## src/rtl/iiitb_pwm_btn_ctrl.sv

```systemverilog
// Push-button front end for iiitb_pwm_gen: synchronise, debounce and arbitrate two buttons into duty pulses.
// Optional hold-to-repeat generator is built when AUTO_REPEAT_EN is defined.
module iiitb_pwm_btn_ctrl #(
  parameter int unsigned SYNC_STAGES     = 2,
  parameter int unsigned DEBOUNCE_CYCLES = 4,
  parameter int unsigned REPEAT_DELAY    = 16,
  parameter int unsigned REPEAT_PERIOD   = 8,
  parameter int unsigned CNT_W           = 16
) (
  input  logic clk,
  input  logic reset,
  input  logic btn_inc,
  input  logic btn_dec,
  output logic increase_duty,
  output logic decrease_duty,
  output logic conflict,
  output logic inc_held,
  output logic dec_held
);

  localparam int unsigned NCH     = 2;
  localparam int unsigned CNT_M1  = (DEBOUNCE_CYCLES > REPEAT_DELAY) ? DEBOUNCE_CYCLES : REPEAT_DELAY;
  localparam int unsigned CNT_SAT = (CNT_M1 > REPEAT_PERIOD) ? CNT_M1 : REPEAT_PERIOD;

  typedef enum logic [1:0] {
    ST_IDLE       = 2'd0,
    ST_DB_PRESS   = 2'd1,
    ST_HELD       = 2'd2,
    ST_DB_RELEASE = 2'd3
  } state_t;

  logic [NCH-1:0] w_btn;
  logic [NCH-1:0] w_ev;
  logic [NCH-1:0] w_held_nxt;

  logic           r_inc;
  logic           r_dec;
  logic           r_conf;
  logic [NCH-1:0] r_held;

  assign w_btn = {btn_dec, btn_inc};

  for (genvar g = 0; g < NCH; g++) begin : g_ch
    logic [SYNC_STAGES-1:0] r_sync;
    state_t                 r_state;
    state_t                 w_state_nxt;
    logic [CNT_W-1:0]       r_cnt;
    logic [CNT_W-1:0]       w_cnt_nxt;
    logic                   w_s;
    logic                   w_db_ev;
    logic                   w_rep_ev;

    always_ff @(posedge clk or negedge reset) begin
      if (!reset) begin
        r_sync <= '0;
      end else begin
        r_sync <= {r_sync[SYNC_STAGES-2:0], w_btn[g]};
      end
    end

    assign w_s = r_sync[SYNC_STAGES-1];

    always_ff @(posedge clk or negedge reset) begin
      if (!reset) begin
        r_state <= ST_IDLE;
        r_cnt   <= '0;
      end else begin
        r_state <= w_state_nxt;
        r_cnt   <= w_cnt_nxt;
      end
    end

    // Press/release debounce: a level must persist DEBOUNCE_CYCLES samples past the first to be accepted.
    always_comb begin
      w_state_nxt = r_state;
      w_cnt_nxt   = r_cnt;
      w_db_ev     = 1'b0;
      case (r_state)
        ST_IDLE: begin
          if (w_s) begin
            w_state_nxt = ST_DB_PRESS;
            w_cnt_nxt   = CNT_W'(1);
          end
        end
        ST_DB_PRESS: begin
          if (!w_s) begin
            w_state_nxt = ST_IDLE;
            w_cnt_nxt   = '0;
          end else if (r_cnt == CNT_W'(DEBOUNCE_CYCLES)) begin
            w_state_nxt = ST_HELD;
            w_cnt_nxt   = '0;
            w_db_ev     = 1'b1;
          end else if (r_cnt < CNT_W'(CNT_SAT)) begin
            w_cnt_nxt   = r_cnt + CNT_W'(1);
          end
        end
        ST_HELD: begin
          if (!w_s) begin
            w_state_nxt = ST_DB_RELEASE;
            w_cnt_nxt   = CNT_W'(1);
          end
        end
        ST_DB_RELEASE: begin
          if (w_s) begin
            w_state_nxt = ST_HELD;
            w_cnt_nxt   = '0;
          end else if (r_cnt == CNT_W'(DEBOUNCE_CYCLES)) begin
            w_state_nxt = ST_IDLE;
            w_cnt_nxt   = '0;
          end else if (r_cnt < CNT_W'(CNT_SAT)) begin
            w_cnt_nxt   = r_cnt + CNT_W'(1);
          end
        end
        default: begin
          w_state_nxt = ST_IDLE;
          w_cnt_nxt   = '0;
        end
      endcase
    end

`ifdef AUTO_REPEAT_EN
    logic [CNT_W-1:0] r_rcnt;
    logic             r_rarmed;
    logic             w_stay;

    // Repeat timer runs only while HELD persists; first target is REPEAT_DELAY, then REPEAT_PERIOD.
    assign w_stay   = (r_state == ST_HELD) && w_s;
    assign w_rep_ev = w_stay &&
                      (r_rcnt == (r_rarmed ? CNT_W'(REPEAT_PERIOD - 1) : CNT_W'(REPEAT_DELAY - 1)));

    always_ff @(posedge clk or negedge reset) begin
      if (!reset) begin
        r_rcnt   <= '0;
        r_rarmed <= 1'b0;
      end else if (!w_stay) begin
        r_rcnt   <= '0;
        r_rarmed <= 1'b0;
      end else if (w_rep_ev) begin
        r_rcnt   <= '0;
        r_rarmed <= 1'b1;
      end else if (r_rcnt < CNT_W'(CNT_SAT)) begin
        r_rcnt   <= r_rcnt + CNT_W'(1);
      end
    end
`else
    assign w_rep_ev = 1'b0;
`endif

    assign w_ev[g]       = w_db_ev | w_rep_ev;
    assign w_held_nxt[g] = (w_state_nxt == ST_HELD) || (w_state_nxt == ST_DB_RELEASE);
  end

  // Coincident events cancel each other and are flagged instead.
  always_ff @(posedge clk or negedge reset) begin
    if (!reset) begin
      r_inc  <= 1'b0;
      r_dec  <= 1'b0;
      r_conf <= 1'b0;
      r_held <= '0;
    end else begin
      r_inc  <= w_ev[0] & ~w_ev[1];
      r_dec  <= w_ev[1] & ~w_ev[0];
      r_conf <= w_ev[0] & w_ev[1];
      r_held <= w_held_nxt;
    end
  end

  assign increase_duty = r_inc;
  assign decrease_duty = r_dec;
  assign conflict      = r_conf;
  assign inc_held      = r_held[0];
  assign dec_held      = r_held[1];

endmodule

```

## config.mk

```make
export PLATFORM = sky130hd
export DESIGN_NAME = iiitb_pwm_btn_ctrl
export DESIGN_NICKNAME = d
export VERILOG_FILES = /design/src/rtl/iiitb_pwm_btn_ctrl.sv
export SDC_FILE = /design/constraint.sdc
export NUM_CORES = 1
export LEC_CHECK = 0
export ABC_AREA = 1
export CORE_MARGIN = 3
export CORE_UTILIZATION = 60
export CTS_BUF_LIST = sky130_fd_sc_hd__clkbuf_16
export DETAILED_ROUTE_END_ITERATION = 12
export HOLD_SLACK_MARGIN = 0.06
export PLACE_DENSITY = 0.83
export SYNTH_ARGS = -nofsm -noshare
export SYNTH_HDL_FRONTEND = slang
export SYNTH_SLANG_ARGS = --single-unit
```

## constraint.sdc

```tcl
create_clock -name clk -period 2.2 [get_ports clk]
set_clock_uncertainty 0.1 [all_clocks]
set_input_delay 0.44 -clock clk [delete_from_list [all_inputs] [get_ports clk]]
set_output_delay 0.44 -clock clk [all_outputs]
set_load 0.005 [all_outputs]
```

==> out/metrics.cfg, run 1 <==
[status]
status = completed

[cts]
cts-buffers-inserted = 5
htreeDepth = 2
clk_pin_slew_ps = 60
root_buffer = clkbuf_16
clock-sinks = 44
clock_path_buffers = 2
clk_latency_ps = 280
cts_tree = built

[layout]
stdcell_area_um2 = 2293
final_cell_mix = nand2_1, dfrtp_1, inv_1
final_util_pct = 73.91
fillerInstances = 238
antenna_cells = 0
final_common_cell = nand2_1
drive_gt1_share_pct = 10.13
register_area_um2 = 1101
area_growth_pct = 15.94
finalNetCount = 244
multi_input_area_um2 = 719.4

[pwr]
vdd_drop_max_mv = 0.7968
total_power_mw = 2.302
p_leak_nw = 1.157
powerDensity_nw_per_um2 = 1004

[global_routing]
grt.overflow.total = 0
grt_max_degree = 24
antenna_found_initial = 0
grt_pass1_wl_um = 5989
grt_pass1_vias = 1428
grt_use_total_pct = 19.12

[synth]
synth_adder_area_share_pct = 2.530
ys_warn_count = 0
synth_seq_cells = 44
syn_nets = 229
ys_types = 25
ys_seq_area_share_pct = 55.66
synth.avg_cell_area_um2 = 8.951
syn-cell-area_um2 = 1978
synth_xor_area_share_pct = 0.8855
synth-compound-area-share_pct = 8.602
synthMuxAreaShare_pct = 0
synth_top_family_by_area = simple AND/OR/NAND/NOR gates
netlist_instances = 221
synth-simple-area-share_pct = 24.35

[sta]
drv_slew = 0
max_freq_mhz = 585.2
final.setup.tns_ps = 0
rsz0062_at_grt = no
final_hold_viol_count = 0
period_share_pct = 77.67
relSlewSlack_pct = 65.94
holdWs_ps = 249.7
max_slew.worst_pin.slew_ps = 510.9
finalCriticalPeriod_ps = 1709
finalSetupViolCount = 0

[setup_path]
r2r_start = g_ch[1].r_cnt[0]
crit_type = flop to output pin
critical-path-max-stage-delay_ps = 510
cp_max_fo = 3
end_kind = output pin
startpoint_type = flop
reg2reg_to = g_ch[1].r_cnt[2]
reg2reg_slack_ps = 610
startpoint = r_held[0]
crit_chain = clkdlybuf4s50_1
required_ps = 1660
r2r_cells = 9
crit_family = buffers and inverters
path_depth = 1
crit_buf_inv = 1
crit_path_top_delay_cell = clkdlybuf4s50_1
arrival_ps = 1170

[floorplanning]
die_x_um = 63.42
io_pins = 9
rows = 20
die_area_um2 = 4022
core_um2 = 3103
start_util_pct = 63.75
die_y_um = 63.42

[detailed_routing]
wl_per_cell_um = 11.52
initialDrtViolationCount = 82
drt_first_pass_iters = 4
antenna_left = 0
route.detailed.drc = 0
via_per_inst = 4.900
wl_um = 3236
num_vias = 1377

[hold_path]
hp-class = flop to flop
hp-start = g_ch[0].r_sync[0]
hold_depth = 0
hold_path_end = g_ch[0].r_sync[1]

[place]
port_buffers = 8
place_congestion = 0.7834
dpl.hpwl_um = 2292
place_area_um2 = 2120

[flow_run]
drv_cap = 0

## state kept, by name, summed over array words and instances (netlist names)
register / flops
g_ch.r_cnt: 32
g_ch.r_sync: 4
g_ch.r_state: 3
r_held: 2
conflict: 1
decrease_duty: 1
increase_duty: 1
## kinds of logic (layout without fill, tap and decap cells)
kind of cell	count (synthesis)	after routing
adder cells (fa/ha/maj)	4	4
AND/OR/NAND/NOR	102	102
AO/OA/AOI/OAI	28	28
flip-flops	44	44
XOR/XNOR	2	2
buffers and inverters	41	57
## cell usage after synthesis (all sizes together)
cell type  number  area [um2]
a21boi         12       90.09
a21oi           5       25.02
buf             1       5.000
clkbuf          1       3.750
clkinv          1       3.750
dfrtp          44        1101
ha              4       50.05
inv            38       145.1
nand2          49       188.9
nand3          15       107.6
nand3b          1       7.510
nand4           3       18.77
nor2           32       147.6
nor3            1       5.000
o21ai          11       55.05
or2             1       6.260
xnor2           2       17.52
## worst max-delay path by stage
stage                                  end  slack (ps)
after floorplan           g_ch[1].r_cnt[2]         780
after global placement    g_ch[1].r_cnt[3]         700
after detailed placement  g_ch[1].r_cnt[3]         620
after CTS                         inc_held         470
after global routing              inc_held         440
final                             inc_held         490
## per-layer routing
| layer | global-route usage (%) | up-vias | share of wire, % |
|---|---|---|---|
| li1 | - | 715 | - |
| met1 | 21.33 | 643 | 44 |
| met2 | 34.29 | 13 | 52 |
| met3 | 5.704 | 6 | 2.6 |
| met4 | 6.739 | 0 | 1.1 |
| met5 | 0 | - | 0 |
## final cells by class
class                      instances  share of cell area, %
tap                               44                  2.400
sequential                        44                  48.01
multi-input combinational        136                  31.37
inverter                          39                  6.492
clock inverter                     3                  1.691
clock buffer                       5                  5.456
timing repair buffer              10                  4.583
## per-stage QoR
step / cells / setup slack (ps)
final: 281 / 491.2
after floorplan: 221 / 781.6
after CTS: 281 / 473.8
after detailed placement: 272 / 622.4
after global placement: 272 / 696.0
after global routing: 281 / 442.5
## report_power, final
group | switching (mW) | internal (mW) | total, mW
Combinational | 0.348 | 0.182 | 0.529
Clock | 0.275 | 0.528 | 0.804
Sequential | 0.0816 | 0.887 | 0.968
## timing repair
action                    CTS  global route
hold endpoints to repair   22             0
gates resized for setup     0             0
buffers inserted            0             0
hold buffers                1             0
No activity file was read; power rests on OpenSTA's default activity.
==> inputs of run 2 (changes only) <==
Settings changed: CORE_UTILIZATION 60 to 53, PLACE_DENSITY 0.83 to 0.78.
Clock period 2.2 ns to 1.5 ns, I/O delays scaled along.
==> run 2 against run 1 <==
  * Critical endpoint is now r_held[1]
  * Total power up 59%
  * Design area grew 11%
  * First-iteration DRC count rose by 23%
  * Sequential share of layout area shrank 4.6 points
  * Largest cell class unchanged
  * Flip-flop and latch count unchanged
==> out/metrics.cfg, run 2 (synthesis results as in run 1) <==
[cts]
clk_latency_ps = 280  ; about the same
cts-buffers-inserted = 5  ; unchanged
clock-sinks = 44  ; unchanged
clock_path_buffers = 2  ; unchanged
cts_tree = built
clk_pin_slew_ps = 50  ; about the same
htreeDepth = 2  ; unchanged
root_buffer = clkbuf_16

[setup_path]
startpoint_type = flop
crit_chain = nor2_1, nand3_1, nor2_4, nand2_4, nor2_4, nand2_4, nand2_4, o21ai_2
required_ps = 1570  ; -90 ps
crit_path_top_delay_cell = dfrtp_1
cp_max_fo = 5  ; +2
cpMostUsedCell = nand2_4
crit_family = simple AND/OR/NAND/NOR gates
critical-path-max-stage-delay_ps = 380  ; -130 ps
crit_buf_inv = 0  ; -1
arrival_ps = 1550  ; +380 ps
crit_type = flop to flop
end_kind = flop

[pwr]
p_leak_nw = 1.303  ; +13%
powerDensity_nw_per_um2 = 1441  ; +44%
vdd_drop_max_mv = 1.020  ; +28%

[global_routing]
grt_use_met1_pct = 19.78  ; -1.5 points
grt_use_total_pct = 18.39  ; -0.73 points
use_met3_pct = 4.047  ; -1.7 points
antenna_found_initial = 0  ; unchanged
grt_pass1_wl_um = 6092  ; +1.7%
grt_pass1_vias = 1448  ; +1.4%
grt.overflow.total = 0  ; unchanged
busiest_layer = met2
grt_use_met2_pct = 33.37  ; -0.92 points
grt_max_degree = 45  ; +88%

[sta]
drv_slew = 0  ; unchanged
rsz0062_at_grt = yes
relSlewSlack_pct = 82.29  ; +16 points
finalSetupViolCount = 0  ; unchanged
final_hold_viol_count = 0  ; unchanged
period_share_pct = 98.68
max_freq_mhz = 675.6
setup_slack_ps = 19.76  ; -471.5 ps
finalCriticalPeriod_ps = 1480
max_slew.worst_pin.slew_ps = 265.7  ; -245.2 ps

[layout]
multi_input_area_um2 = 887.1  ; +23%
largest_register_ff_count = 32  ; unchanged
finalNetCount = 258  ; +5.7%
fillerInstances = 260  ; +9.2%
final_util_pct = 73.20  ; -0.72 points
area_growth_pct = 28.34
fin_cells = 296  ; +5.3%
top_register = g_ch.r_cnt
drive_gt1_share_pct = 26.00  ; +16 points
final_cell_mix = dfrtp_1, nand2_1, inv_1
antenna_cells = 0  ; unchanged
register_area_um2 = 1101  ; unchanged
final_common_cell = dfrtp_1
reg.largest.list = g_ch.r_cnt x32, g_ch.r_sync x4, g_ch.r_state x3

[detailed_routing]
num_vias = 1527  ; +11%
wl_per_cell_um = 13.83  ; +20%
initialDrtViolationCount = 101  ; +23%
via_per_inst = 5.159  ; +5.3%
antenna_left = 0  ; unchanged
route.detailed.drc = 0  ; unchanged
drt_first_pass_iters = 4  ; unchanged
wl_um = 4095  ; +27%

[floorplanning]
start_util_pct = 57.03  ; -6.7 points
io_pins = 9  ; unchanged
core_um2 = 3468  ; +12%
die_area_um2 = 4501  ; +12%
die_x_um = 67.09  ; +5.8%
rows = 21  ; +5.0%
die_y_um = 67.09  ; +5.8%

[place]
dp_cells = 281  ; +3.3%
port_buffers = 8  ; unchanged
post-place-ws_ps = -13.80  ; -636.2 ps
dpl.hpwl_um = 2389  ; +4.2%
place_congestion = 0.8046  ; +2.7%

[status]
status = completed

[flow_run]
drv_cap = 0  ; unchanged

[hold_path]
hp-class = flop to flop

==> run 2: cell types whose count changed in the layout (fill, tap and decap cells not counted), moves of 3 or more <==
| cell | delta |
|---|---|
| a21boi_0 | -3 |
| a21boi_1 | +3 |
| buf_4 | +9 |
| buf_6 | +3 |
| clkdlybuf4s50_1 | -5 |
| dlygate4sd2_1 | +3 |
| inv_1 | -5 |
| inv_2 | +5 |
| nand2_1 | -8 |
| nand2_2 | +3 |
| nand2_4 | +6 |
| nand3_1 | -3 |
| nor2_1 | -4 |
==> run 2: stage by stage <==
step / total power, mW / area (um2) / hold slack [ps] / TNS (ps)
finish: 3.657 / 2539 / 249.7 / 0
global route: 3.890 / 2539 / 263.2 / -1724
CTS: 3.383 / 2342 / 250.0 / 0
detailed placement: 2.334 / 2175 / 204.7 / -15.82
global placement: 2.312 / 2175 / 192.5 / 0
floorplan: 2.002 / 1978 / -95.59 / 0
==> run 2: layer usage <==
layer  up-vias  wire length (um)
met5         -                 0
li1        741                 -
met3        12               102
met2        35              2156
met4         0               123
met1       739              1713
==> run 2: power breakdown <==
group          leakage (nW)  internal, mW  total (mW)  switching (mW)
clock                0.0709         0.597       0.996           0.398
sequential            0.594          1.30        1.41           0.111
combinational         0.639         0.507        1.25           0.743
==> run 2: worst paths after layout <==
kind                                   start           endpoint  slack [ps]  cells after the start
max                        g_ch[1].r_cnt[11]          r_held[1]          20                      8
min                        g_ch[1].r_sync[0]  g_ch[1].r_sync[1]         250                      0
max reg2reg                g_ch[1].r_cnt[11]          r_held[1]          20                      8
min reg2reg                g_ch[1].r_sync[0]  g_ch[1].r_sync[1]         250                      0
max in group asynchronous              reset   g_ch[1].r_cnt[9]         650                      3
min in group asynchronous              reset   g_ch[0].r_cnt[1]         450                      3
==> run 2: area by class of cell <==
class	count	share of cell area, %
well taps	46	2.267
repair buffers	22	8.181
multi-input cells	138	34.94
inverters	39	5.964
clock inverters	2	0.3450
clock buffers	5	4.929
flip-flops and latches	44	43.37
==> run 2: worst reg2reg max path, stage by stage (launching register included) <==
cell     delay, ps
dfrtp_1        380
nor2_1         120
nand3_1        120
nor2_4         180
nand2_4         90
nor2_4         140
nand2_4         90
nand2_4         90
o21ai_2         50
==> run 2: what timing repair did <==
action                                  CTS  global route
endpoints found under the setup margin    9            37
cloned                                    1             1
hold buffers                              1             0
resized for setup                         4            49
hold endpoints to repair                 44             0
setup buffers                             2             3
pin swaps                                 2            16
==> inputs of run 3 (changes only) <==
Clock period 1.5 ns to 1.3 ns, I/O delays scaled along.
==> run 3 against run 2 <==
  * The run now ends with setup timing left
  * Combinational power increased by 65%
  * Total power increased by 38%
  * Via count increased by 14%
  * Die area unchanged
  * Core utilization grew 9.9 points
  * Routed wire length increased by 37%
  * Clock-buffer cell count unchanged
  * Maximum frequency fell by 7.8%
  * Sequential power up 13%
  * Sequential share of layout area is 5.2 points lower
  * Critical endpoint is now g_ch[0].r_cnt[5]
==> out/metrics.cfg, run 3 (synthesis results as in run 1) <==
[setup_path]
arrival_ps = 1680  ; +130 ps
crit_type = flop to flop
startpoint = g_ch[0].r_cnt[15]
cp_max_fo = 8  ; +3
r2r_start = g_ch[0].r_cnt[15]
startpoint_type = flop
required_ps = 1370  ; -200 ps
end_kind = flop

[global_routing]
grt_pass1_wl_um = 8121  ; +33%
grt_pass1_vias = 1826  ; +26%
grt.overflow.total = 0  ; unchanged
antenna_found_initial = 0  ; unchanged
grt_max_degree = 45  ; unchanged
grt_use_total_pct = 24.73  ; +6.3 points

[floorplanning]
io_pins = 9  ; unchanged
die_x_um = 67.09  ; unchanged
die_y_um = 67.09  ; unchanged
start_util_pct = 57.03  ; unchanged
die_area_um2 = 4501  ; unchanged
rows = 21  ; unchanged
core_um2 = 3468  ; unchanged

[detailed_routing]
num_vias = 1736  ; +14%
via_per_inst = 5.375  ; +4.2%
route.detailed.drc = 0  ; unchanged
drt_first_pass_iters = 4  ; unchanged
antenna_left = 0  ; unchanged
wl_um = 5620  ; +37%
wl_per_cell_um = 17.40  ; +26%
initialDrtViolationCount = 108  ; +6.9%

[place]
dpl.hpwl_um = 2606  ; +9.1%
post-place-ws_ps = -142.4  ; -128.6 ps
port_buffers = 8  ; unchanged
place_area_um2 = 2315  ; +6.4%
place_congestion = 0.8264  ; +2.7%

[layout]
area_growth_pct = 45.67
top_register = g_ch.r_cnt
drive_gt1_share_pct = 44.04  ; +18 points
finalNetCount = 284  ; +10%
final_cell_mix = dfrtp_1, nand2_1, buf_4
final_common_cell = dfrtp_1
final_util_pct = 83.08  ; +9.9 points
fillerInstances = 188  ; -28%
antenna_cells = 0  ; unchanged
reg.largest.list = g_ch.r_cnt x32, g_ch.r_sync x4, g_ch.r_state x3
stdcell_area_um2 = 2882  ; +14%
largest_register_ff_count = 32  ; unchanged

[pwr]
vdd_drop_max_mv = 1.150  ; +13%
p_leak_nw = 1.431  ; +9.8%
powerDensity_nw_per_um2 = 1754  ; +22%

[cts]
root_buffer = clkbuf_16
clk_pin_slew_ps = 60  ; about the same
htreeDepth = 2  ; unchanged
cts-buffers-inserted = 5  ; unchanged
clock_path_buffers = 2  ; unchanged
clock-sinks = 44  ; unchanged
clk_latency_ps = 280  ; about the same
cts_tree = built

[sta]
drv_slew = 0  ; unchanged
max_freq_mhz = 622.5  ; -7.8%
period_share_pct = 123.6  ; +25 points
relSlewSlack_pct = 84.42  ; +2.1 points
rsz0062_at_grt = yes
final_hold_viol_count = 0  ; unchanged
max_slew.worst_pin.slew_ps = 232.5  ; -33.20 ps
final.setup.tns_ps = -8338  ; -8338 ps
finalCriticalPeriod_ps = 1606  ; +126.1 ps
finalSetupViolCount = 40  ; +40
setup_slack_ps = -306.3  ; -326.1 ps

[hold_path]
hp-start = g_ch[0].r_sync[0]
hp-class = flop to flop

[status]
status = complete, but fails checks
violations = setup timing

[flow_run]
drv_cap = 0  ; unchanged

-- run 3: cell count changes in the layout (fill, tap and decap cells not counted), moves of 4 or more --
cell      previous run  this run
buf_4                9        32
o21ai_0              5         1
nor2_1              23        18
a21oi_1              4         0
a21oi_2              1         5
a21boi_2             0         8
a21boi_0             9         1
inv_1               32        27
-- run 3: routing by layer --
layer | global-route usage (%) | vias to the layer above | share of wire, %
li1 | - | 800 | -
met1 | 24.26 | 866 | 37
met2 | 45.15 | 44 | 56
met3 | 5.902 | 26 | 3.1
met4 | 16.46 | 0 | 4.5
met5 | 0 | - | 0
-- run 3: worst max-delay path, stage by stage (launching register included) --
cell and delay, ps:
dfrtp_1 390, nor2_1 160, nand2_1 110, nor2_4 240
nand2_2 120, nand3_4 130, inv_6 60, nor2_4 130
nor2_1 50
-- run 3: metrics by stage --
step,power (mW),cells,hold WS [ps]
floorplan,2.344,221,-135.6
global placement,2.821,298,151.9
detailed placement,2.874,298,168.0
CTS,4.644,317,252.3
global route,5.296,323,264.8
finish,5.055,323,247.7
-- run 3: repair_timing --
action / in CTS / in global routing
pin swaps: 16 / 13
gates cloned: 2 / 0
endpoints found under the hold margin: 44 / 0
hold buffers: 1 / 0
buffers inserted: 8 / 6
resized for setup: 42 / 57
setup endpoints to repair: 44 / 41
-- run 3: path summary, 6_finish.rpt --
path / depth (start not counted) / slack [ps] / end
worst min register to register: 0 / 250 / g_ch[0].r_sync[1]
worst max register to register: 8 / -310 / g_ch[0].r_cnt[5]
worst min-delay path: 0 / 250 / g_ch[0].r_sync[1]
max in group asynchronous: 3 / 490 / g_ch[0].r_sync[0]
worst max-delay path: 8 / -310 / g_ch[0].r_cnt[5]
min in group asynchronous: 3 / 390 / g_ch[0].r_cnt[0]
-- run 3: where the power goes --
group          internal [mW]  switching (mW)  total [mW]
combinational          0.857            1.20        2.06
sequential              1.50           0.103        1.60
clock                  0.895           0.496        1.39
total                   3.25            1.80        5.05
-- run 3: layout make-up --
class | instances | area, um2 | area share, %
multi-input cells | 138 | 998.5 | 34.65
clock buffers | 5 | 125.1 | 4.342
well taps | 46 | 57.56 | 1.997
flip-flops and latches | 44 | 1101 | 38.21
inverters | 39 | 157.7 | 5.471
repair buffers | 48 | 402.9 | 13.98
clock inverters | 3 | 38.79 | 1.346
==> patch (config.mk and constraints of run 1) <==
Build with the macro `AUTO_REPEAT_EN` defined.
--- a/src/rtl/iiitb_pwm_btn_ctrl.sv
+++ b/src/rtl/iiitb_pwm_btn_ctrl.sv
@@ -2,2 +2,4 @@
 // Optional hold-to-repeat generator is built when AUTO_REPEAT_EN is defined.
+`define AUTO_REPEAT_EN
+
 module iiitb_pwm_btn_ctrl #(
Check against the original RTL: no difference found for any inputs over 10 cycles, from zero or initial values and one cycle with reset low; that may be too few to reach the edited logic, so the function may still have changed.
==> patch against run 1 <==
- sequential power is 66% higher
- largest power group unchanged
- highest routed layer unchanged
- routed wire length is 72% higher
- non-clock buffer count stayed put
- total power is 61% higher
- first-iteration DRC count is 78% higher
- worst setup slack worse by 98 ps
- sequential cell count is 34 higher
- design area is 66% higher
- area after synthesis is 67% higher
==> patch: results <==
power_and_ir_drop:
  leakage_nw: 1.896
  ir_drop_v: 0.0007578
  p_int_w: 0.002702
sta:
  tightest_slew_ps: 477.5
clock_tree:
  cts.htree.levels: 3
  clk_latency_ps: 330
  numCtsBuffers: 9
logic_synthesis:
  async_reset_ff_share_pct: 100.0
  synth_commonest_cells: "dfrtp_1, nor2_1, inv_1"
  synth_area_leaders: "dfrtp_1, nor2_1, inv_1"
  synth_xor_xnor_area_share_pct: 2.650
  synth_fa_ha_area_share_pct: 2.271
  synth_compound_area_share_pct: 6.927
  syn-num-nets: 377
  synth_cell_types: 27
  seq_area_frac_synth_pct: 59.05
global_route:
  grt_pass1_vias: 2212
  grt_first_pass_wirelength_um: 9915
  track_usage_pct: 20.64
  grt_max_degree: 43
outcome:
  status: "finished, final reports clean"
layout:
  fin_nets: 395
  layout-drive-gt1-share_pct: 7.692
  top_regs: "g_ch.r_cnt: 32 flops, g_ch.r_rcnt: 32 flops, g_ch.r_sync: 4 flops"
detailed_routing:
  wl_per_cell_um: 12.11
  drtIter0Drc: 146
  viasPerCell: 4.874
place:
  finalWeightedCongestion: 0.8453
  preCtsSetupSlack_ps: 561.9
  dp_hpwl_um: 3684
setup_path:
  critPathSlowestCell: "clkdlybuf4s50_1"
  crit_fanout: 5
  cp_data_arrival_time_ps: 1270
floorplanning:
  rows: 26
==> patch: cell types whose count changed after synthesis, moves of 9 or more <==
cell and delta:
dfrtp_1 +34, inv_1 +31, nand2_1 +10, nor2_1 +42
o21ai_0 +10, xor2_1 +9
==> patch: cell families after synthesis <==
logic type,Yosys count
AOI/OAI and AO/OA,40
xor gates and xnor gates,10
adders and majority gates,6
buffers and inverters,73
DFF,78
and+or+nand+nor,160
==> patch: power groups by stage <==
stage / registers (W) / clock network, W / logic (W)
after global routing: 0.00162 / 0.00166 / 0.000619
after global placement: 0.00163 / 0 / 0.000512
after floorplan: 0.00161 / 0 / 0.000388
after detailed placement: 0.00163 / 0 / 0.000535
after CTS: 0.00161 / 0.00159 / 0.000539
final: 0.00161 / 0.00157 / 0.000535
==> patch: cell type report <==
type | count | area (sq um)
clock buffers | 9 | 225.2
clock inverters | 7 | 98.84
fillers | 357 | 1395
inverters | 70 | 262.8
multi-input cells | 216 | 1076
flip-flops and latches | 78 | 1952
well taps | 70 | 87.58
repair buffers | 10 | 107.6
==> patch: final timing paths <==
path,from,endpoint,slack [ps]
max,r_held[0]$_DFF_PN0_,inc_held,390
min,g_ch[1].r_sync[0]$_DFF_PN0_,g_ch[1].r_sync[1]$_DFF_PN0_,240
max reg2reg,g_ch[1].r_rcnt[12]$_DFFE_PN0P_,decrease_duty$_DFF_PN0_,550
min reg2reg,g_ch[1].r_sync[0]$_DFF_PN0_,g_ch[1].r_sync[1]$_DFF_PN0_,240
max in group asynchronous,reset,g_ch[1].r_sync[0]$_DFF_PN0_,940
min in group asynchronous,reset,g_ch[0].r_rcnt[3]$_DFFE_PN0P_,500
==> patch: what timing repair did <==
item | CTS | global route
hold buffers | 1 | 0
hold endpoints to repair | 36 | 0
endpoints found under the setup margin | 0 | 0
==> patch: per-stage QoR <==
step / total power, W / cell area [sq um] / util, % / instances
floorplan: 0.002000 / 3306 / - / 367
global placement: 0.002138 / 3476 / 66.78 / 443
detailed placement: 0.002165 / 3476 / 66.78 / 443
CTS: 0.003739 / 3810 / 73.20 / 460
global route: 0.003894 / 3810 / 73.20 / 460
finish: 0.003709 / 3810 / 73.20 / 460
==> patch: metal layers <==
metal / global-route usage [%] / vias to the layer above / share of wire, %
met3: 7.399 / 9 / 3.8
met1: 26.50 / 1050 / 45
met2: 32.37 / 28 / 50
li1: - / 1155 / -
met5: 0 / - / 0
met4: 7.432 / 0 / 1.6
